`src/rtl/adder2_b_pkg.sv`:
```
// adder2_b_pkg: shared width constants and result-width helper for the adder
package adder2_b_pkg;
    localparam int ADDER_WIDTH_DEFAULT = 2;
    function automatic int result_width(input int w);
        return w + 1;
    endfunction
endpackage

```
`src/rtl/adder2_b_full_adder.sv`:
```
// full_adder: one combinational cell of the ripple-carry chain
module full_adder (
    input  logic a,
    input  logic b,
    input  logic ci,
    output logic s,
    output logic co
);
    assign s  = a ^ b ^ ci;
    assign co = (a & b) | (a & ci) | (b & ci);
endmodule

```
`src/rtl/adder2_b.sv`:
```
// adder2_b: ripple-carry adder with carry-in, registered sum, carry-out and signed overflow
module adder2_b
    import adder2_b_pkg::*;
#(
    parameter int WIDTH = ADDER_WIDTH_DEFAULT
) (
    input  logic             clk,
    input  logic             rst,
    input  logic             Cin,
    input  logic [WIDTH-1:0] A,
    input  logic [WIDTH-1:0] B,
    output logic [WIDTH-1:0] S,
    output logic             Cout,
    output logic             Ovf
);
    localparam int RW = result_width(WIDTH);
    logic [WIDTH:0]   w_c;
    logic [WIDTH-1:0] w_s;
    logic [RW-1:0]    r_res;
    logic             r_ovf;
    assign w_c[0] = Cin;
    for (genvar g = 0; g < WIDTH; g++) begin : g_cell
        full_adder u_fa (
            .a  (A[g]),
            .b  (B[g]),
            .ci (w_c[g]),
            .s  (w_s[g]),
            .co (w_c[g+1])
        );
    end
    // load the chain result every edge; reset clears it and takes priority
    always_ff @(posedge clk) begin
        if (rst) begin
            r_res <= '0;
            r_ovf <= 1'b0;
        end else begin
            r_res <= {w_c[WIDTH], w_s};
            r_ovf <= w_c[WIDTH] ^ w_c[WIDTH-1];
        end
    end
    assign S    = r_res[WIDTH-1:0];
    assign Cout = r_res[WIDTH];
    assign Ovf  = r_ovf;
endmodule

```
`config.mk`:
```
export PLATFORM = sky130hd
export DESIGN_NAME = adder2_b
export DESIGN_NICKNAME = d
export VERILOG_FILES = /design/src/rtl/adder2_b_pkg.sv /design/src/rtl/adder2_b_full_adder.sv /design/src/rtl/adder2_b.sv
export SDC_FILE = /design/constraint.sdc
export NUM_CORES = 1
export LEC_CHECK = 0
export BUFFER_PORTS_ARGS = -buffer_cell sky130_fd_sc_hd__buf_2
export CAP_MARGIN = 30
export CORE_AREA = 4 4 41 43
export CTS_CLUSTER_SIZE = 16
export DETAILED_ROUTE_END_ITERATION = 12
export DIE_AREA = 0 0 45 47
export HOLD_SLACK_MARGIN = 0.1
export PLACE_DENSITY_LB_ADDON = 0.1
export SLEW_MARGIN = 20
export SYNTH_ARGS = -nofsm -noshare
export SYNTH_HDL_FRONTEND = slang
export SYNTH_SLANG_ARGS = --single-unit
```
`constraint.sdc`:
```
create_clock -name clk -period 1.46 [get_ports clk]
set_clock_uncertainty 0.1 [all_clocks]
set_input_delay 0.292 -clock clk [delete_from_list [all_inputs] [get_ports clk]]
set_output_delay 0.292 -clock clk [all_outputs]
set_load 0.02 [all_outputs]
```
* Yosys cells after proc, flatten, opt, wreduce, memory -nomap -nowiden
Cells that the tools add are included.
** Operators by class
- Bitwise gates (word level) :: 15
** Operators with widths (number)
- bitwise AND 1 bit :: 6
- bitwise XOR 1 bit :: 5
- OR 1 bit :: 4
** Storage, ports and cells
- Output and inout bits :: 4
- Register bits after elaboration :: 4
- Bits of input ports :: 7
- Logic and storage cells :: 17

* Depth between registers and ports, before layout
Gate-level depths: netlist of run 1.
- Depth after elaboration :: 7
- Gate-level depth with buffers :: 5
- Mapped depth without buffers :: 5

* Hierarchy
Synthesis of run 1 repeated with hierarchy kept, for this count alone.
** Unflattened totals
- Cell total of the unflattened synthesis :: 11
- Area, all modules :: 151.4 µm²
** By module, submodules not included
- adder2_b :: cells an instance 9, area each 111.4 µm², times used 1, seq. area each 80.1 µm²
- full_adder :: cells an instance 1, area each 20.0 µm², times used 2, seq. area each 0.0 µm²

* Least setup slack after synthesis of run 1
Ideal clock, no wire load.
- Path kind :: input -> register
- Start point :: in A[0]
- End point :: reg r_ovf, in the netlist Ovf
- Slack :: -0.124 ns
- Required time :: 1.245 ns
- Path buffers :: 0
- Setup time :: 0.115 ns
- Cell stages on the path :: 5
- Arrival :: 1.369 ns
- Cells stage by stage :: inv_1 fa_1 fa_1 xnor2_1 nor2_1
** On the way
- Longest elaborated chain between the ends :: 7
- Elaborated cells on any way between the ends :: 9
- Those cells by class :: bitwise: 9
** RTL lines
- start, declared :: RTL line adder2_b.sv:10 : input logic [WIDTH-1:0] A,
- bitwise AND 1 bit :: RTL line adder2_b_full_adder.sv:10 : assign co = (a & b) | (a & ci) | (b & ci);
- OR 1 bit (*) (2 in series) :: RTL line adder2_b_full_adder.sv:10
- bitwise AND 1 bit :: RTL line adder2_b_full_adder.sv:10
- OR 1 bit (2 in series) :: RTL line adder2_b_full_adder.sv:10
- bitwise XOR 1 bit (*) :: RTL line adder2_b.sv:38 : r_ovf <= w_c[WIDTH] ^ w_c[WIDTH-1];
- end signal, assigned :: RTL line adder2_b.sv:38
- end, declared :: RTL line adder2_b.sv:20 : logic r_ovf;
Every way passes the cells marked *; elsewhere a longest branch is shown, timed or not.
A chain may end at the register's enable or synchronous reset.

* Final worst setup path of run 1
- Start point :: in Cin
- End point :: reg r_res[1]
** On the way
- Longest elaborated chain between the ends :: 4
- Elaborated cells on any way between the ends :: 5
- Those cells by class :: bitwise: 5
** RTL lines
- start, declared :: RTL line adder2_b.sv:9 : input logic Cin,
- bitwise AND 1 bit :: RTL line adder2_b_full_adder.sv:10
- OR 1 bit :: RTL line adder2_b_full_adder.sv:10
- OR 1 bit (*) :: RTL line adder2_b_full_adder.sv:10
- bitwise XOR 1 bit (*) :: RTL line adder2_b_full_adder.sv:9 : assign s = a ^ b ^ ci;
- end signal, assigned :: RTL line adder2_b.sv:37 : r_res <= {w_c[WIDTH], w_s};
- end, declared :: RTL line adder2_b.sv:19 : logic [RW-1:0] r_res;
Marked as above.

==> impl.org, run 1 <==
** Status
- Run status :: completed

** Floorplanning
- Cell row count :: 13
- Measured along the y axis, the die boundary spans between 40 and 50 um.
- Top-level I/O count :: 11
- After floorplanning, the core was sized to cover between 0.001 and 0.0015 mm^2.
- Measured along the x axis, the die boundary spans 45 um.
- For this configuration, the core starts out at a cell density of 0.125.
- The floorplan step defined a die boundary enclosing between 0.002 and 0.0025 mm^2.

** Detailed routing
- Post-DR wirelength/cell :: a little over 7 um
- Using the TritonRoute via totals, the vias-per-cell ratio works out to 2.82.
- The routed layout has between 100 and 150 vias.
- Detailed Routing Iterations Pass 1 :: 1
- Wires add up to 320 um.
- For this block, the initial DRC count from the detailed router was 0.
- ANT nets after route :: 0
- In the routed design, unresolved DRC markers number 0.

** Pwr
- Overall power consumption after layout is estimated at 0.323 mW.
- Cell-internal power :: between 0.2 and 0.25 mW
- Summed over all nets, the switching power comes to between 0.07 and 0.08 mW.
- Of the total power, registers draw 0.381.
- Summed over all cells, the static leakage comes to 0.144 nW.
- The share of total power dissipated in the clock network is 0.410.
- The share of total power dissipated in combinational logic is 0.208.
- Maximum VDD drop :: around 0.20 mV
- Of the total power, the share spent switching nets is 0.247.
- PwrDens :: 1180 mW/mm^2

** Job
- Max-cap violations :: 0

** Synthesis
- Number of standard cells after synthesis :: 16
- Sequential element share of the synthesized area :: 0.492
- After synthesis the netlist holds a flip-flop and latch count of 4.
- Net count after synthesis :: 25
- Synthesis instantiated 5 different standard cells from the library.
- In this run the cell area of the synthesized design comes to between 150 and 200 um^2.
- Averaged over all synthesized cells, the footprint is 10.2 um^2.
- Yosys printed 0 warnings.

** Global routing
- For this run the aggregate overflow at the end of global routing stands at 0.
- The first global-routing pass estimated between 600 and 700 um of wire.
- The number of antenna violations at the first check in global routing was 0.
- Entering global routing, the biggest net connects 5 pins.
- Across every metal layer, demand over resource in global routing totals 0.0475.
- The via count of the first global-routing pass is ~160.

** Critical path
- Maximum net fanout on the critical path :: 2
- Worst stage delay on the critical path :: around 0.53 ns
- The slowest stage of the critical path belongs to the cell sky130_fd_sc_hd__fa_2.
- Worst setup path startpoint :: Cin
- The worst setup path is captured at a flop.
- Crit start category :: primary input
- Data required, critical path :: roughly 1.5 ns
- Data on the critical path arrives at its endpoint at between 1 and 1.5 ns.
- Critical setup path kind :: primary input to flop
- Walking the worst path, the cells encountered are buf_2, inv_8, fa_2, fa_2, nor2_1.
- Critical Path Most Common Cell :: sky130_fd_sc_hd__fa_2

** Clock network
- Setup fix buffers added after clock tree synthesis :: 0
- Counting along the longest clock path gives a buffer depth of 2.
- Clock tree from TritonCTS :: yes
- Resize count post-CTS :: 0
- Clock buffers created by TritonCTS :: 3
- Hold_buf cts :: 0
- Clock root buffer master :: sky130_fd_sc_hd__clkbuf_4
- Depth of the CTS H-tree :: 1
- Clock-pin slew was measured on the worst setup and hold paths at ~0.040 ns.
- Counting every sink on the clock net gives 4.

** Timing
- RSZ-0062 raised after global routing :: no
- In the finished design, the share of the clock period the worst path needs comes to 0.956.
- Hold is met by 0.156 ns.
- Number of max-slew violations in the final report :: 0
- At the pin with the least slew margin, the transition time is about 0.11 ns.
- Static timing analysis puts the maximum clock frequency at between 0.7 and 0.8 GHz.
- The count of final hold-check violations is 0.
- Finish-stage setup viols :: 0
- Relative slew margins :: 0.924
- Final Critical Period :: 1.40 ns

** Worst hold path
- The startpoint identified for the worst hold timing path is rst.
- Worst hold-check path type :: primary input to flop

** Placed design
- Placed wire-length estimate after detailed placement :: 279 um
- Number of cells after detailed placement :: 42
- After detailed placement, the total cell area comes to 251 um^2.
- The congestion estimate from routability-driven global placement came to about 0.55.
- I/O Buffers :: 10

** Layout
- Non-filler instance count after layout :: 45
- Final cell utilization of the core :: 0.211
- The finished cells cover between 200 and 300 um^2.
- Growth of design area from synthesis to finish :: 68.5%
- Antenna fix cells :: 0
- Share of cells above drive strength 1 :: 0.600
- Layout net count :: 41
## per-stage QoR
step,TNS (ns),worst slack [ns]
6_report,0,0.0644
3_3_place_gp,-0.438,-0.208
4_1_cts,0,0.0478
3_5_place_dp,-0.438,-0.206
2_1_floorplan,-0.0255,-0.0206
5_1_grt,0,0.0242
## synth_stat cells (all sizes together)
master / number / area, um^2
dfxtp: 4 / 80.1
nor2: 4 / 15.0
xnor2: 1 / 8.76
inv: 5 / 18.8
fa: 2 / 40.0
## path summary, 6_finish.rpt
kind	endpoint	cells after the start
worst max-delay path	r_res[1]$_SDFF_PP0_	5
worst min-delay path	r_res[0]$_SDFF_PP0_	2
## cell families after synthesis
logic type / synth area share
buffers and inverters: 0.115
AND/OR/NAND/NOR: 0.0923
adder cells (fa/ha/maj): 0.246
flip-flops: 0.492
XOR/XNOR: 0.0539
## cell type report
class,instances,area (um^2)
Fill cell,159,1030
Timing Repair Buffer,11,57.6
Clock buffer,3,22.5
Tap cell,15,18.8
Sequential cell,4,80.1
Multi-Input combinational cell,7,68.8
Inverter,5,26.3
## placed cells by master (no fill, tap or decap)
cell type / Yosys / final
sky130_fd_sc_hd__inv_1: 5 / 3
sky130_fd_sc_hd__buf_2: 0 / 10
sky130_fd_sc_hd__xnor2_1: 1 / 1
sky130_fd_sc_hd__clkbuf_4: 0 / 3
sky130_fd_sc_hd__buf_4: 0 / 1
sky130_fd_sc_hd__inv_8: 0 / 1
sky130_fd_sc_hd__nor2_1: 4 / 4
sky130_fd_sc_hd__inv_2: 0 / 1
sky130_fd_sc_hd__fa_2: 0 / 2
sky130_fd_sc_hd__dfxtp_1: 4 / 4
## power groups by stage
stage	registers [mW]	logic (mW)	clock network [mW]
final	0.123	0.0673	0.133
after global routing	0.124	0.0786	0.149
after CTS	0.123	0.0700	0.143
after detailed placement	0.125	0.0702	0
after global placement	0.125	0.0691	0
after floorplan	0.141	0.0251	0
## registers in the layout, indices dropped and copies added, names as in the netlist
| name | count |
|---|---|
| Ovf | 1 |
| r_res | 3 |
## critical path: cells and delay by family
family,cells,cell delay (ns)
adder cells (fa/ha/maj),2,0.93
buffers and inverters,2,0.16
AND/OR/NAND/NOR,1,0.04
## layer usage
| layer | wire, um | GRT usage | up-vias | part of all wire |
|---|---|---|---|---|
| met5 | 0 | 0 | - | 0 |
| met4 | 0 | 0.0702 | 0 | 0 |
| met1 | 104 | 0.0390 | 49 | 0.33 |
| met2 | 156 | 0.0678 | 7 | 0.49 |
| met3 | 60 | 0.0268 | 0 | 0.19 |
| li1 | - | - | 71 | - |
(Power assumes the default switching activity.)
==> run 2: changes to the inputs <==
Settings changed: CORE_AREA 4 4 41 43 to 2 2 39 41, CTS_BUF_LIST set to sky130_fd_sc_hd__clkbuf_4 sky130_fd_sc_hd__clkbuf_8 sky130_fd_sc_hd__clkbuf_16, DIE_AREA 0 0 45 47 to 0 0 41 43.
==> run 2 against run 1 <==
Clock power is essentially flat. Final cell count up 4.4%. Flip-flop and latch count is the same. Critical path type unchanged. Largest power group unchanged.
==> impl.org, run 2 (synthesis results as in run 1) <==
** Clock network
- Hold_buf cts :: 0 (unchanged)
- The CTS H-tree depth was 1 (unchanged).
- Sink Count :: 4 (unchanged)
- The post-CTS setup buffer count came to 0 (unchanged).
- The maximum buffer depth of the clock tree was 2 (unchanged).
- Clock edge transition at the registers on the reported setup and hold paths :: 0.04 ns (about the same)
- The post-cts resize count is 0 (unchanged).
- The number of buffers inserted during clock tree synthesis was 3 (unchanged).
- TritonCTS built the clock tree.
- The tree is rooted in a sky130_fd_sc_hd__clkbuf_4.

** Layout
- Commonest cells after routing, fill and taps aside :: sky130_fd_sc_hd__buf_2, sky130_fd_sc_hd__dfxtp_1, sky130_fd_sc_hd__nor2_1
- Layout net count :: 42 (+2.4%)
- The number of flip-flops under the largest register name came to 3 (unchanged).
- The library cell used most frequently in the layout, excluding fill and tap cells, is sky130_fd_sc_hd__buf_2.
- Non-filler instance count after layout :: 47 (+4.4%)
- Filler Cells Inserted :: 168 (+5.7%)
- Antenna fix cells :: 0 (unchanged)
- Final cell utilization of the core :: 0.204 (-0.00624)
- The post-route cell area is 283 um^2 (+3.2%).
- Share of cells above drive strength 1 :: 0.613 (+0.0129)
- Relative to the synthesized area, the layout overhead comes to 73.8%.
- Counting flops per register, the top entry is r_res.

** Critical path
- The maximum fanout count along the critical path is 2 (unchanged).
- Critical Path Most Common Cell :: sky130_fd_sc_hd__fa_2
- Among all stages on the critical path, the largest delay is contributed by sky130_fd_sc_hd__fa_2.
- Crit start category :: primary input
- Type of element capturing the critical path :: flop
- The biggest cell delay along the critical path is 0.40 ns (-0.13 ns).
- Tracing the worst setup path back leads to its startpoint at Cin.
- The arrival time at the worst endpoint came to 1.44 ns (+0.02 ns).
- Critical setup path kind :: primary input to flop
- Data required, critical path :: 1.48 ns (about the same)
- The signal on the critical path passes through buf_2, inv_8, fa_2, fa_2, xnor2_1, nor2_1.

** Pwr
- The power share of the sequential group was 0.378 (-0.003).
- Power consumption :: 0.325 mW (+0.74%)
- The internal power consumption came to 0.246 mW (+1.0%).
- The static leakage came to 0.149 nW (+3.3%).
- The power per cell area is 1150 mW/mm^2 (-2.4%).
- The switching part of the total was 0.245 (-0.00226).
- The net switching power of the design was 0.0798 mW (-0.18%).
- The clock share of power was 0.405 (-0.005).
- The maximum resistive drop on vdd was 0.194 mV (-4.7%).
- The combinational group share of total power is 0.217 (+0.009).

** Global routing
- Number of antenna violations at the first check in global routing :: 0 (unchanged)
- The total grt overflow was 0 (unchanged).
- Total track usage :: 0.0443 (-0.00328)
- Largest net degree at the start of global routing :: 5 (unchanged)
- The via count of the first global-routing pass was 120 (-25%).
- Wire length of the first global-routing pass :: 462 um (-26%)

** Detailed routing
- Routed wire length on met2 :: 157 um (+0.64%)
- Vias per cell :: 3.04 (+7.8%)
- The wire length on met1 was 90 um (-13%).
- The iteration-0 DRC count of the detailed router was 0 (unchanged).
- Detailed Routing Iterations Pass 1 :: 1 (unchanged)
- The remaining routing DRC violations came to 0 (unchanged).
- The via count of the routed design is 143 (+13%).
- The met3 routed wirelength is 46 um (-23%).
- The highest layer touched by signal routing is met3.
- The post-detailed-route wirelength per cell was 6.26 um (-12%).
- The number of nets with antenna violations after routing was 0 (unchanged).
- Total wire length :: 294 um (-8.1%)

** Job
- The max capacitance violation total was 0 (unchanged).

** Floorplanning
- The horizontal die dimension is 41 um (-8.9%).
- The number of primary I/O pins came to 11 (unchanged).
- The row count is 14 (+1).
- Effective utilization at floorplan :: 0.118 (-0.00746)
- Core Region :: 0.00138 mm^2 (+6.3%)
- Area enclosed by the die boundary :: 0.00176 mm^2 (-17%)
- The die outline height is 43 um (-8.5%).

** Timing
- The number of max-slew violations in the final report was 0 (unchanged).
- Final sum of negative setup slack :: 0 ns (unchanged)
- Final Critical Period :: 1.42 ns (+0.0242 ns)
- Relative slew margins :: 0.915 (-0.00930)
- The maximum operating frequency came to 0.704 GHz (-1.7%).
- The final worst hold slack was 0.155 ns (-0.00107 ns).
- Finish-stage setup viols :: 0 (unchanged)
- The count of final hold-check violations is 0 (unchanged).
- Part of the cycle the worst path needs :: 0.972 (+0.0166)
- Setup repair after global routing left no endpoint under its margin.
- Worst-case setup margin in the final layout :: 0.0402 ns (-0.0242 ns)
- The slew at the pin closest to its max-slew limit was 0.127 ns (+0.0138 ns).

** Placed design
- The setup slack at placement was -0.204 ns (+0.00152 ns).
- Placed instance area :: 260 um^2 (+3.5%)
- Global placer's final weighted congestion :: 0.607 (+11%)
- I/O Buffers :: 10 (unchanged)
- The placed cell count is 44 (+4.8%).

** Worst hold path
- The path class of the tightest hold or removal check is primary input to flop.
- The worst hold path begins at rst.

** Status
- Run status :: completed
run 2: cell count changes in the layout (fill, tap and decap cells not counted):
cell | before | now
sky130_fd_sc_hd__buf_4 | 1 | 2
run 2: final timing paths:
kind	endpoint	slack (ns)	cells after the start
max	Ovf$_SDFF_PP0_	0.04	6
min	r_res[0]$_SDFF_PP0_	0.15	2
run 2: layer usage:
metal  track usage  up-vias
met4        0.0600        0
li1              -       74
met5             0        -
met1        0.0324       62
met3        0.0314        0
met2        0.0594        7
run 2: cell type report:
type	instances	area (um^2)	share of cell area
Timing Repair Buffer	12	65.1	0.230
Inverter	5	26.3	0.0929
Sequential cell	4	80.1	0.283
Clock buffer	3	22.5	0.0796
Multi-Input combinational cell	7	68.8	0.243
Tap cell	16	20.0	0.0708
run 2: worst max-delay path: cells and delay by family:
family                     cells  cell delay [ns]
adders and majority gates      2             0.78
xor gates and xnor gates       1             0.15
buffers and inverters          2             0.16
and+or+nand+nor                1             0.05
run 2: power groups by stage:
stage                     clock [mW]  combinational [mW]  sequential (mW)
final                          0.132              0.0705            0.123
after global routing           0.152              0.0793            0.124
after CTS                      0.142              0.0726            0.123
after detailed placement           0              0.0724            0.125
after global placement             0              0.0718            0.125
after floorplan                    0              0.0251            0.141
==> run 3: changes to the inputs <==
Settings changed: SETUP_SLACK_MARGIN set to 0.1.
==> run 3 against run 2 <==
Total power up 1.0%. First-iteration DRC count unchanged. Utilization increased by 0.90 points. Largest power group unchanged. Clock-buffer cell count is the same. Via count unchanged. Final cell count did not move. Flip-flop and latch count stayed put. Die area stayed put. Sequential share of layout area decreased by 1.2 points. Global-route usage unchanged.
==> impl.org, run 3 (synthesis results as in run 1) <==
** Pwr
- The power share of the sequential group was 0.375 (-0.003).
- The net switching power of the design came to 0.0797 mW (about the same).
- Part of the power in combinational logic :: 0.224 (+0.007)
- The total power came to 0.329 mW (+1.0%).
- The power per cell area came to 1110 mW/mm^2 (-3.3%).
- The switching part of the total came to 0.243 (-0.00267).
- Maximum VDD drop :: 0.194 mV (+0.24%)
- The internal power consumption was 0.249 mW (+1.4%).
- The clock share of power is 0.401 (-0.004).
- Static leakage :: 0.153 nW (+2.8%)

** Timing
- The slew at the pin closest to its max-slew limit was 0.130 ns (+0.00235 ns).
- The period utilization is 0.917 (-0.0550).
- Hold WS :: 0.154 ns (-0.000632 ns)
- The setup slack after layout came to 0.121 ns (+0.0803 ns).
- The post-route minimum period was 1.34 ns (-0.0803 ns).
- Number of max-slew violations in the final report :: 0 (unchanged)
- Fmax achieved :: 0.747 GHz (+6.0%)
- Setup repair after global routing left no endpoint under its margin.
- Relative slew margins :: 0.913 (-0.00157)
- Final sum of negative setup slack :: 0 ns (unchanged)
- The count of final hold-check violations was 0 (unchanged).
- The final setup violation count is 0 (unchanged).

** Placed design
- Global placer's final weighted congestion :: 0.607 (unchanged)
- The number of buffers added on ports is 10 (unchanged).
- Number of cells after detailed placement :: 44 (unchanged)
- Placement-stage worst setup slack :: -0.204 ns (unchanged)

** Floorplanning
- Chip Height :: 43 um (unchanged)
- Core Region :: 0.00138 mm^2 (unchanged)
- The row count came to 14 (unchanged).
- Effective utilization at floorplan :: 0.118 (unchanged)
- Horiz. Die Dim :: 41 um (unchanged)
- The number of primary I/O pins came to 11 (unchanged).
- The full die area was 0.00176 mm^2 (unchanged).

** Layout
- Share of cells above drive strength 1 :: 0.613 (unchanged)
- Top reg by flops :: r_res
- Non-filler instance count after layout :: 47 (unchanged)
- The count of antenna diodes in the layout was 0 (unchanged).
- Most common cell after layout, fill and taps aside :: sky130_fd_sc_hd__buf_2
- In the layout the commonest cells are sky130_fd_sc_hd__buf_2, sky130_fd_sc_hd__dfxtp_1, sky130_fd_sc_hd__nor2_1.
- Layout net count :: 42 (unchanged)
- Compared with the post-synthesis result, the final layout area differs by 81.5%.
- The number of flip-flops under the largest register name came to 3 (unchanged).
- Filler Cells Inserted :: 165 (-1.8%)

** Detailed routing
- Vias per cell :: 3.04 (unchanged)
- The iteration-0 DRC count of the detailed router was 0 (unchanged).
- The detailed-routing iteration count for the pre-antenna-repair pass was 1 (unchanged).
- Post-DR wirelength/cell :: 6.28 um (+0.34%)
- The final wirelength was 295 um (+0.34%).
- Count of unresolved DRC violations after routing :: 0 (unchanged)
- ANT nets after route :: 0 (unchanged)
- The via count of the routed design is 143 (unchanged).

** Critical path
- The worst setup path is captured at a flop.
- Data required, critical path :: 1.48 ns (about the same)
- CP Data Arrival Time :: 1.36 ns (-0.08 ns)
- Cell type of the slowest stage on the worst timing path :: sky130_fd_sc_hd__fa_2
- The critical path goes through buf_6, inv_2, fa_2, fa_2, xnor2_1, nor2_1.
- The maximum fanout count along the critical path came to 2 (unchanged).
- The biggest cell delay along the critical path came to 0.39 ns (about the same).
- The critical path is of the primary input to flop type.
- Worst setup path startpoint :: B[0]
- Crit start category :: primary input
- Critical Path Most Common Cell :: sky130_fd_sc_hd__fa_2

** Clock network
- Clock tree from TritonCTS :: yes
- The number of buffers inserted during clock tree synthesis was 3 (unchanged).
- Clock edge transition at the registers on the reported setup and hold paths :: 0.04 ns (about the same)
- The count of hold buffers inserted by post-cts repair was 0 (unchanged).
- The CTS H-tree depth was 1 (unchanged).
- The post-CTS setup buffer count was 0 (unchanged).
- Clock root buffer master :: sky130_fd_sc_hd__clkbuf_4
- The total number of clock tree sinks was 4 (unchanged).
- CTS Buffer Depth :: 2 (unchanged)

** Global routing
- Grt total ovfl :: 0 (unchanged)
- The number of antenna violations at the first check in global routing came to 0 (unchanged).
- The via count of the first global-routing pass is 127 (+5.8%).
- The global-route wire length before repair is 462 um (unchanged).
- Total track usage :: 0.0443 (unchanged)
- The pin count of the biggest net entering global routing is 5 (unchanged).

** Worst hold path
- The worst hold path begins at rst.
- The min-delay analysis places its worst path in the category primary input to flop.

** Job
- The max capacitance violation total is 0 (unchanged).

** Status
- Run status :: completed
-- run 3: per-stage QoR --
step            util  instance area, um^2
6_report       0.213                  295
3_5_place_dp   0.188                  260
4_1_cts        0.213                  295
3_3_place_gp   0.188                  260
5_1_grt        0.213                  295
2_1_floorplan      -                  175
-- run 3: power groups by stage --
stage | Combinational [mW] | Sequential (mW) | Clock, mW
finish | 0.0738 | 0.123 | 0.132
floorplan | 0.0251 | 0.141 | 0
global route | 0.0824 | 0.124 | 0.152
CTS | 0.0758 | 0.123 | 0.142
detailed placement | 0.0724 | 0.125 | 0
global placement | 0.0718 | 0.125 | 0
-- run 3: layout make-up --
class,count,area [um^2],area share
tap,16,20.0,0.0678
sequential,4,80.1,0.271
inverter,5,26.3,0.0890
clock buffer,3,22.5,0.0763
multi-input combinational,7,68.8,0.233
timing repair buffer,12,77.6,0.263
-- run 3: path summary, 6_finish.rpt --
check,endpoint,slack (ns),cells after the start
setup / recovery,Ovf$_SDFF_PP0_,0.12,6
hold / removal,r_res[0]$_SDFF_PP0_,0.15,2
-- run 3: what timing repair did --
item | 4_1_cts | 5_1_grt
gates resized for setup | 3 | 0
pin swaps | 4 | 1
gates cloned | 0 | 0
setup endpoints to repair | 3 | 1
-- run 3: metal layers --
| metal | track usage | vias up | wire length, um | share of wire |
|---|---|---|---|---|
| met5 | 0 | - | 0 | 0 |
| met4 | 0.0600 | 0 | 0 | 0 |
| met3 | 0.0314 | 0 | 46 | 0.16 |
| met2 | 0.0594 | 7 | 158 | 0.54 |
| met1 | 0.0324 | 62 | 90 | 0.31 |
| li1 | - | 74 | - | - |
-- run 3: critical path: cells and delay by family --
kind                     cells  cell delay (ns)
XOR/XNOR                     1             0.15
buffers and inverters        2             0.10
adder cells (fa/ha/maj)      2             0.75
AND/OR/NAND/NOR              1             0.06
